--- config.mk ---
export PLATFORM = sky130hd
export DESIGN_NAME = ram16k_arbiter
export DESIGN_NICKNAME = d
export VERILOG_FILES = /design/src/rtl/ram16k_arbiter.sv
export SDC_FILE = /design/constraint.sdc
export NUM_CORES = 1
export LEC_CHECK = 0
export BUFFER_PORTS_ARGS = -buffer_cell sky130_fd_sc_hd__buf_2
export CAP_MARGIN = 20
export CORE_MARGIN = 5
export CORE_UTILIZATION = 43
export DETAILED_ROUTE_END_ITERATION = 8
export PLACE_DENSITY = 0.86
export SLEW_MARGIN = 30
export SYNTH_ARGS = -nofsm -noshare
export SYNTH_HDL_FRONTEND = slang
export SYNTH_SLANG_ARGS = --single-unit
export TNS_END_PERCENT = 100
--- constraint.sdc ---
create_clock -name clk -period 3 [get_ports clk]
set_input_delay 0.3 -clock clk [delete_from_list [all_inputs] [get_ports clk]]
set_output_delay 0.3 -clock clk [all_outputs]
set_load 0.01 [all_outputs]
--- src/rtl/ram16k_arbiter.sv ---
`default_nettype none
// ---------------------------------------------------------------------------
// ram16k_arbiter : two-port arbiter serialising single-word accesses onto one
// external RAM16K. Optional macro ARB_FIXED_PRIO_EN selects fixed priority.
// Revision: 1.0
// ---------------------------------------------------------------------------
module ram16k_arbiter #(
  parameter int ADDRESS_WIDTH = 14,
  parameter int DATA_WIDTH    = 16
) (
  input  logic                     clk,
  input  logic                     reset,
  input  logic                     req0,
  input  logic                     we0,
  input  logic [ADDRESS_WIDTH-1:0] addr0,
  input  logic [DATA_WIDTH-1:0]    wdata0,
  output logic                     ack0,
  output logic [DATA_WIDTH-1:0]    rdata0,
  input  logic                     req1,
  input  logic                     we1,
  input  logic [ADDRESS_WIDTH-1:0] addr1,
  input  logic [DATA_WIDTH-1:0]    wdata1,
  output logic                     ack1,
  output logic [DATA_WIDTH-1:0]    rdata1,
  output logic [ADDRESS_WIDTH-1:0] ram_address,
  output logic [DATA_WIDTH-1:0]    ram_in,
  output logic                     ram_load,
  input  logic [DATA_WIDTH-1:0]    ram_out,
  output logic                     busy
);

  typedef enum logic [1:0] {
    IDLE  = 2'd0,
    SERVE = 2'd1,
    DONE  = 2'd2
  } state_t;

  state_t                  state_q, state_d;
  logic                    grant_q, grant_d;
  logic                    ack0_q, ack0_d;
  logic                    ack1_q, ack1_d;
  logic [DATA_WIDTH-1:0]   rdata0_q, rdata0_d;
  logic [DATA_WIDTH-1:0]   rdata1_q, rdata1_d;

  logic                    w_pick;
  logic                    w_sel_we;
  logic [ADDRESS_WIDTH-1:0] w_sel_addr;
  logic [DATA_WIDTH-1:0]   w_sel_wdata;

`ifdef ARB_FIXED_PRIO_EN
  assign w_pick = ~req0;
`else
  // Last-served port; on a tie the other port wins.
  logic last_q;

  always_ff @(posedge clk) begin
    if (reset) begin
      last_q <= 1'b1;
    end else if (state_q == SERVE) begin
      last_q <= grant_q;
    end
  end

  assign w_pick = (req0 && req1) ? ~last_q : req1;
`endif

  assign w_sel_we    = grant_q ? we1    : we0;
  assign w_sel_addr  = grant_q ? addr1  : addr0;
  assign w_sel_wdata = grant_q ? wdata1 : wdata0;

  always_ff @(posedge clk) begin
    if (reset) begin
      state_q  <= IDLE;
      grant_q  <= 1'b0;
      ack0_q   <= 1'b0;
      ack1_q   <= 1'b0;
      rdata0_q <= '0;
      rdata1_q <= '0;
    end else begin
      state_q  <= state_d;
      grant_q  <= grant_d;
      ack0_q   <= ack0_d;
      ack1_q   <= ack1_d;
      rdata0_q <= rdata0_d;
      rdata1_q <= rdata1_d;
    end
  end

  // RAM drive stays combinational so a write in SERVE commits even under reset.
  always_comb begin
    state_d     = state_q;
    grant_d     = grant_q;
    ack0_d      = ack0_q;
    ack1_d      = ack1_q;
    rdata0_d    = rdata0_q;
    rdata1_d    = rdata1_q;
    ram_address = '0;
    ram_in      = '0;
    ram_load    = 1'b0;
    case (state_q)
      IDLE: begin
        if (req0 || req1) begin
          grant_d = w_pick;
          state_d = SERVE;
        end
      end
      SERVE: begin
        ram_address = w_sel_addr;
        ram_in      = w_sel_wdata;
        ram_load    = w_sel_we;
        if (grant_q) begin
          ack1_d = 1'b1;
          if (!w_sel_we) rdata1_d = ram_out;
        end else begin
          ack0_d = 1'b1;
          if (!w_sel_we) rdata0_d = ram_out;
        end
        state_d = DONE;
      end
      DONE: begin
        ack0_d  = 1'b0;
        ack1_d  = 1'b0;
        state_d = IDLE;
      end
      default: begin
        state_d = IDLE;
      end
    endcase
  end

  assign ack0   = ack0_q;
  assign ack1   = ack1_q;
  assign rdata0 = rdata0_q;
  assign rdata1 = rdata1_q;
  assign busy   = (state_q == SERVE) || (state_q == DONE);

endmodule
`default_nettype wire
==> results of run 1 <==
[Yosys cell counts]
| cell type | n |
|---|---|
| nand2_1 | 66 |
| dfxtp_1 | 38 |
| a21oi_1 | 34 |
| nor2_1 | 33 |
| mux2i_1 | 32 |
| clkbuf_1 | 7 |
| buf_4 | 6 |
| ha_1 | 4 |
| inv_1 | 4 |
| buf_6 | 2 |
| nor3b_1 | 2 |
| o21ai_0 | 2 |
| a211o_1 | 1 |
| a32oi_1 | 1 |
| and2_1 | 1 |
| and3b_1 | 1 |
| buf_2 | 1 |
| clkbuf_2 | 1 |
| nand3_1 | 1 |
| nand3b_2 | 1 |
| nor2b_1 | 1 |
| nor3_1 | 1 |
| nor3b_4 | 1 |
| or3_1 | 1 |
| or3b_1 | 1 |
[metal layers]
metal / vias up / track usage, % / wire length (µm)
met5: - / 0 / 0
met4: 0 / 6.99 / 167
met3: 14 / 7.85 / 597
met2: 110 / 34.6 / 3030
met1: 909 / 21.4 / 2150
li1: 1072 / - / -
[stage by stage]
stage / utilization [%] / instances / power, W
global route: 63.7 / 433 / 0.00144
floorplan: - / 243 / 0.000725
global placement: 60.3 / 425 / 0.000837
finish: 63.7 / 433 / 0.00136
CTS: 63.6 / 433 / 0.00137
detailed placement: 60.3 / 425 / 0.000844
[flip-flops by register name (all words and copies together), names as in the netlist]
signal / flops
last_q: 1
rdata1: 16
rdata0: 16
state_q: 2
ack1: 1
ack0: 1
grant_q: 1
[power by group through the flow]
stage	combinational (W)	sequential (W)	clock, W
after global routing	0.000305	0.000560	0.000572
after global placement	0.000270	0.000567	0
final	0.000273	0.000556	0.000534
after CTS	0.000278	0.000556	0.000541
after detailed placement	0.000276	0.000568	0
after floorplan	0.000170	0.000555	0
[kinds of logic after synthesis]
logic type	Yosys count
multiplexers	32
buffers and inverters	21
AO/OA/AOI/OAI	38
AND/OR/NAND/NOR	110
flip-flops	38
adder cells (fa/ha/maj)	4
[critical path, delay by kind of cell (launching register included)]
| family | cells | cell delay, ns |
|---|---|---|
| fa+ha+maj | 1 | 0.22 |
| flops | 1 | 0.37 |
| simple gates | 1 | 0.12 |
| buf+inv | 3 | 0.94 |
[layout make-up]
cell class                 count  share of cell area [%]
multi-input combinational    184                    37.4
sequential                    38                    27.8
timing repair buffer         147                    26.7
clock buffer                   6                    3.00
tap                           52                    2.36
clock inverter                 2                    2.18
inverter                       4                   0.545
[how the worst max path moves through the flow]
stage | from | end | slack (ns) | cells after the start
detailed placement | grant_q$_SDFFE_PP0P_ | rdata1[15]$_SDFFE_PP0P_ | 0.92 | 3
floorplan | state_q[1]$_SDFFE_PP0P_ | rdata0[10]$_SDFFE_PP0P_ | 1.55 | 7
finish | state_q[1]$_SDFFE_PP0P_ | ram_in[4] | 0.77 | 5
global placement | grant_q$_SDFFE_PP0P_ | rdata1[5]$_SDFFE_PP0P_ | 1.01 | 3
global route | state_q[1]$_SDFFE_PP0P_ | ram_in[14] | 0.54 | 5
CTS | state_q[1]$_SDFFE_PP0P_ | ram_in[4] | 0.74 | 5
==> flow_summary.ini, run 1 <==
[layout]
syn_to_final_growth_pct = 44.1
seqCellArea_um2 = 764
drive_gt1_share_pct = 41.5
most-common-layout-cells = 147 x buf_2, 66 x nand2_1, 37 x dfxtp_1
final_common_cell = buf_2
postLayoutCellArea_um2 = 2750
antenna_cells = 0
multiInputGateArea_um2 = 1030
fillers = 380
fin_nets = 466

[floorplan]
die_w_um = 76.7
start_util_pct = 44.2
dieHeight_um = 76.7
io_pins = 148
coreArea_um2 = 4320
fp.dieArea_um2 = 5880
rows = 24

[sta]
setup_viol_count_final = 0
slew_headroom_pct = 38.9
whs_ns = 0.258
layout_setup_ws_ns = 0.766
slew_violations = 0
tightest_slew_ns = 0.916
rsz0062_at_grt = no
finalClockSkew_ns = 0.00607
period_needed_ns = 2.23
finalCritPeriodShare_pct = 74.5
clock.fmax_mhz = 448
hold_violations = 0
fin_tns_setup_ns = 0

[power]
p_sw_share_pct = 25.7
combPwrFrac_pct = 20.0
irDropWorstVdd_mv = 0.286
switching_power_w = 0.000350
leakagePower_nw = 1.36
clock_power_share_pct = 39.2
p_seq_share_pct = 40.8
internal-power_w = 0.00101
p_per_area_nw_per_um2 = 495

[synthesis]
synth-adder-area-share_pct = 2.62
syn-num-nets = 329
synth-compound-area-share_pct = 10.3
synthMuxAreaShare_pct = 16.8
synth_top_area_share_pct = 39.8
synthCells = 243
yosysWarnings = 0
postSynthAreaPerCell_um2 = 7.86
yosys-top-cells-area = dfxtp_1 40%, mux2i_1 17%, nand2_1 13%, a21oi_1 8.9%, nor2_1 6.5%
ys_seq_area_share_pct = 39.8
ys_ff_latch = 38
synth-simple-area-share_pct = 24.2
synth_area_um2 = 1910
synth_top_cell_by_area = dfxtp_1
yosysUniqueCellTypes = 25
synthXorXnorAreaFrac_pct = 0
synth_top_family_by_area = simple AND/OR/NAND/NOR gates

[outcome]
status = finished, final reports clean

[place]
numPortBuffers = 147
post-place-ws_ns = 0.915
gp_congestion = 0.766
dpl_cell_area_um2 = 2610
dp_hpwl_mm = 4.68

[routing]
routed_wirelength_mm = 5.94
wl_per_cell_um = 13.7
drc = 0
avgViaCountPerCell = 4.86
ant_nets = 0
vias = 2105
drt_iter0_markers = 66
first_pass_iters = 4

[setup_path]
worstPathArrival_ns = 1.93
cp.required_ns = 2.70
crit_chain = inv_1 -> ha_1 -> inv_1 -> nor2_1 -> buf_2
cp_slowest_cell = inv_1
worstReg2RegStart = state_q[1]$_SDFFE_PP0P_
cp_max_fo = 33
r2r-end = ack0$_SDFFE_PP0P_
crit_top_cell = inv_1
slowest_delay_ns = 0.67
reg2reg_depth = 5
rrSetupSlack_ns = 1.24
critical_path_class = reg -> out
cp-start-kind = flip-flop
worstSetupEndpointType = primary output

[min_path]
min_path_type = in -> reg
min_to = rdata0[7]$_SDFFE_PP0P_
min-delay-start = ram_out[7]
hold_depth = 3

[clock_tree]
clockBufferDepth = 2
htreeDepth = 2
cts.sinks = 38
holdBufCountCts = 0
insertion_delay_ns = 0.29
cts_buffers = 5
cts_tree = built
path_clk_slew_ns = 0.08
cts_setup_buffers = 0
root_buffer = clkbuf_8
post_cts_resized = 0

[grt]
antenna_found_initial = 0
grt_pass1_wl_mm = 9.62
grt_pass1_vias = 2071
grt_max_degree = 41
track_usage_pct = 19.8
grt_overflow = 0

[run]
cap_violations = 0
Power figures use the tool's default switching activity.
==> run 2: changes to the inputs <==
- ABC_AREA: not set -> 1
- CORE_UTILIZATION: 43 -> 40
- PLACE_DENSITY: 0.86 -> 0.8
- clock period: 3 -> 2.2 ns (I/O delays scaled with it)
==> run 2 against run 1 <==
Routed wire length increased by 6.7%. Largest cell class unchanged. Count of clock-buffer cells in the layout is 1 lower. Worst hold slack got worse by 0.054 ns. Total power is 30% higher. Non-clock buffer count grew 5. Core utilization decreased by 4.3 points. Critical path depth increased by 3. Largest power group unchanged. Register-to-register slack lost 0.64 ns. Worst setup slack got worse by 0.48 ns. Via count up 11%. Final area rose by 2.5%.
==> flow_summary.ini, run 2 <==
[floorplan]
io_pins = 148
fp.dieArea_um2 = 6430
start_util_pct = 41.4
rows = 25
dieHeight_um = 80.2
die_w_um = 80.2
coreArea_um2 = 4750

[place]
numPortBuffers = 147
dpl_cell_area_um2 = 2710
gp_congestion = 0.736
place_inst = 496
dp_hpwl_mm = 4.96

[power]
switching_power_w = 0.000530
clock_power_share_pct = 32.5
internal-power_w = 0.00124
combPwrFrac_pct = 25.4
irDropWorstVdd_mv = 0.389
p_per_area_nw_per_um2 = 628
p_sw_share_pct = 29.9
leakagePower_nw = 1.57
p_seq_share_pct = 42.1

[setup_path]
cp_max_fo = 32
worstPathArrival_ns = 1.69
cp-start-kind = flip-flop
worstSetupEndpointType = primary output
worstReg2RegStart = state_q[1]$_SDFFE_PP0P_
cp.required_ns = 1.98
crit_path_start = state_q[1]$_SDFFE_PP0P_
critical_path_class = reg -> out
reg2reg_depth = 6

[synthesis]
synth_area_um2 = 1970
ys_seq_area_share_pct = 38.6
synth_edf_count = 0
synth_commonest_cells = 127 x nand2_1, 39 x nor2_1, 38 x dfxtp_1
synthArstFlopShare_pct = 0
synth_most_common_cell = nand2_1
syn-num-nets = 383
postSynthAreaPerCell_um2 = 6.64
synth_ff_type = dfxtp_1
yosys-top-cells-area = dfxtp_1 39%, nand2_1 24%, nor2_1 7.4%, nand3b_1 6.1%, nand4_1 5.1%
synthCells = 297
synth_top_cell_by_area = dfxtp_1
yosysWarnings = 0
yosysUniqueCellTypes = 22
ys_ff_latch = 38
synth_top_area_share_pct = 38.6

[sta]
slew_violations = 0
finalClockSkew_ns = 0.00811
fin_tns_setup_ns = 0
period_needed_ns = 1.91
rsz0062_at_grt = no
clock.fmax_mhz = 522
slew_headroom_pct = 56.2
hold_violations = 0
tightest_slew_ns = 0.656
setup_viol_count_final = 0
finalCritPeriodShare_pct = 87.0

[clock_tree]
post_cts_resized = 0
clockBufferDepth = 2
cts.sinks = 38
path_clk_slew_ns = 0.08
cts_tree = built
holdBufCountCts = 0
htreeDepth = 2
root_buffer = clkbuf_8
cts_buffers = 5
cts_setup_buffers = 0
insertion_delay_ns = 0.30

[routing]
routed_wirelength_mm = 6.34
avgViaCountPerCell = 4.62
first_pass_iters = 4
vias = 2327
drc = 0
wl_per_cell_um = 12.6
drt_iter0_markers = 67
ant_nets = 0

[min_path]
min_path_type = in -> reg
hold_depth = 3
min-delay-start = ram_out[9]

[layout]
seqCellArea_um2 = 761
final_cells = 504
multiInputGateArea_um2 = 1070
antenna_cells = 0
fillers = 461
final_common_cell = buf_2
drive_gt1_share_pct = 38.0
fin_nets = 522
most-common-layout-cells = 147 x buf_2, 127 x nand2_1, 38 x nor2_1, 38 x dfxtp_1, 19 x a21oi_1
postLayoutCellArea_um2 = 2820
syn_to_final_growth_pct = 43.2

[grt]
antenna_found_initial = 0
grt_overflow = 0
grt_pass1_wl_mm = 9.95
grt_max_degree = 35
grt_pass1_vias = 2214
track_usage_pct = 19.2

[run]
cap_violations = 0

[outcome]
status = finished, final reports clean
[run 2: changes by cell type in the layout (fill, tap and decap cells not counted), moves of 5 or more]
cell / delta
nand2_1: +61
mux2i_1: -32
nand3b_1: +16
nand4_1: +16
a21oi_1: -15
buf_4: +5
nor2_1: +5
[run 2: kinds of logic after synthesis]
logic type | synth area share (%)
and+or+nand+nor | 45.7
DFF | 38.6
buffers and inverters | 7.24
AOI/OAI and AO/OA | 5.97
adders and majority gates | 2.54
[run 2: layout make-up]
| cell class | instances | area share, % |
|---|---|---|
| Sequential cell | 38 | 27.0 |
| Multi-Input combinational cell | 232 | 37.9 |
| Clock inverter | 3 | 1.42 |
| Clock buffer | 5 | 2.44 |
| Inverter | 7 | 0.931 |
| Tap cell | 67 | 2.97 |
| Timing Repair Buffer | 152 | 27.4 |
[run 2: worst paths after layout]
path / endpoint / slack, ns
worst max-delay path: ram_address[13] / 0.29
worst min-delay path: rdata1[9]$_SDFFE_PP0P_ / 0.20
worst max register to register: rdata1[12]$_SDFFE_PP0P_ / 0.60
worst min register to register: rdata0[4]$_SDFFE_PP0P_ / 0.47
[run 2: routing by layer]
layer	GRT usage (%)	routed length (µm)
met5	0	0
met2	31.9	3150
met4	8.61	143
met3	3.81	299
met1	23.9	2750
[run 2: worst max-delay path, stage by stage (launching register included)]
cell and delay (ns):
dfxtp_1 0.32, inv_1 0.12, ha_1 0.19, inv_1 0.08
nor2_2 0.08, buf_4 0.30, nand2_1 0.09, nand2_1 0.09
buf_2 0.13
[run 2: power groups by stage]
stage	sequential [W]	combinational [W]	clock [W]
2_1_floorplan	0.000776	0.000245	0
3_3_place_gp	0.000760	0.000446	0
3_5_place_dp	0.000761	0.000451	0
4_1_cts	0.000746	0.000453	0.000591
5_1_grt	0.000750	0.000507	0.000619
6_report	0.000746	0.000450	0.000577
[run 2: metrics by stage]
stage / utilization (%) / hold slack [ns] / worst slack (ns) / power [W]
global route: 59.4 / 0.212 / 0.113 / 0.00188
floorplan: - / 0.384 / 0.713 / 0.00102
CTS: 59.4 / 0.203 / 0.271 / 0.00179
detailed placement: 57.1 / 0.455 / 0.587 / 0.00121
global placement: 57.1 / 0.447 / 0.616 / 0.00121
finish: 59.4 / 0.204 / 0.285 / 0.00177
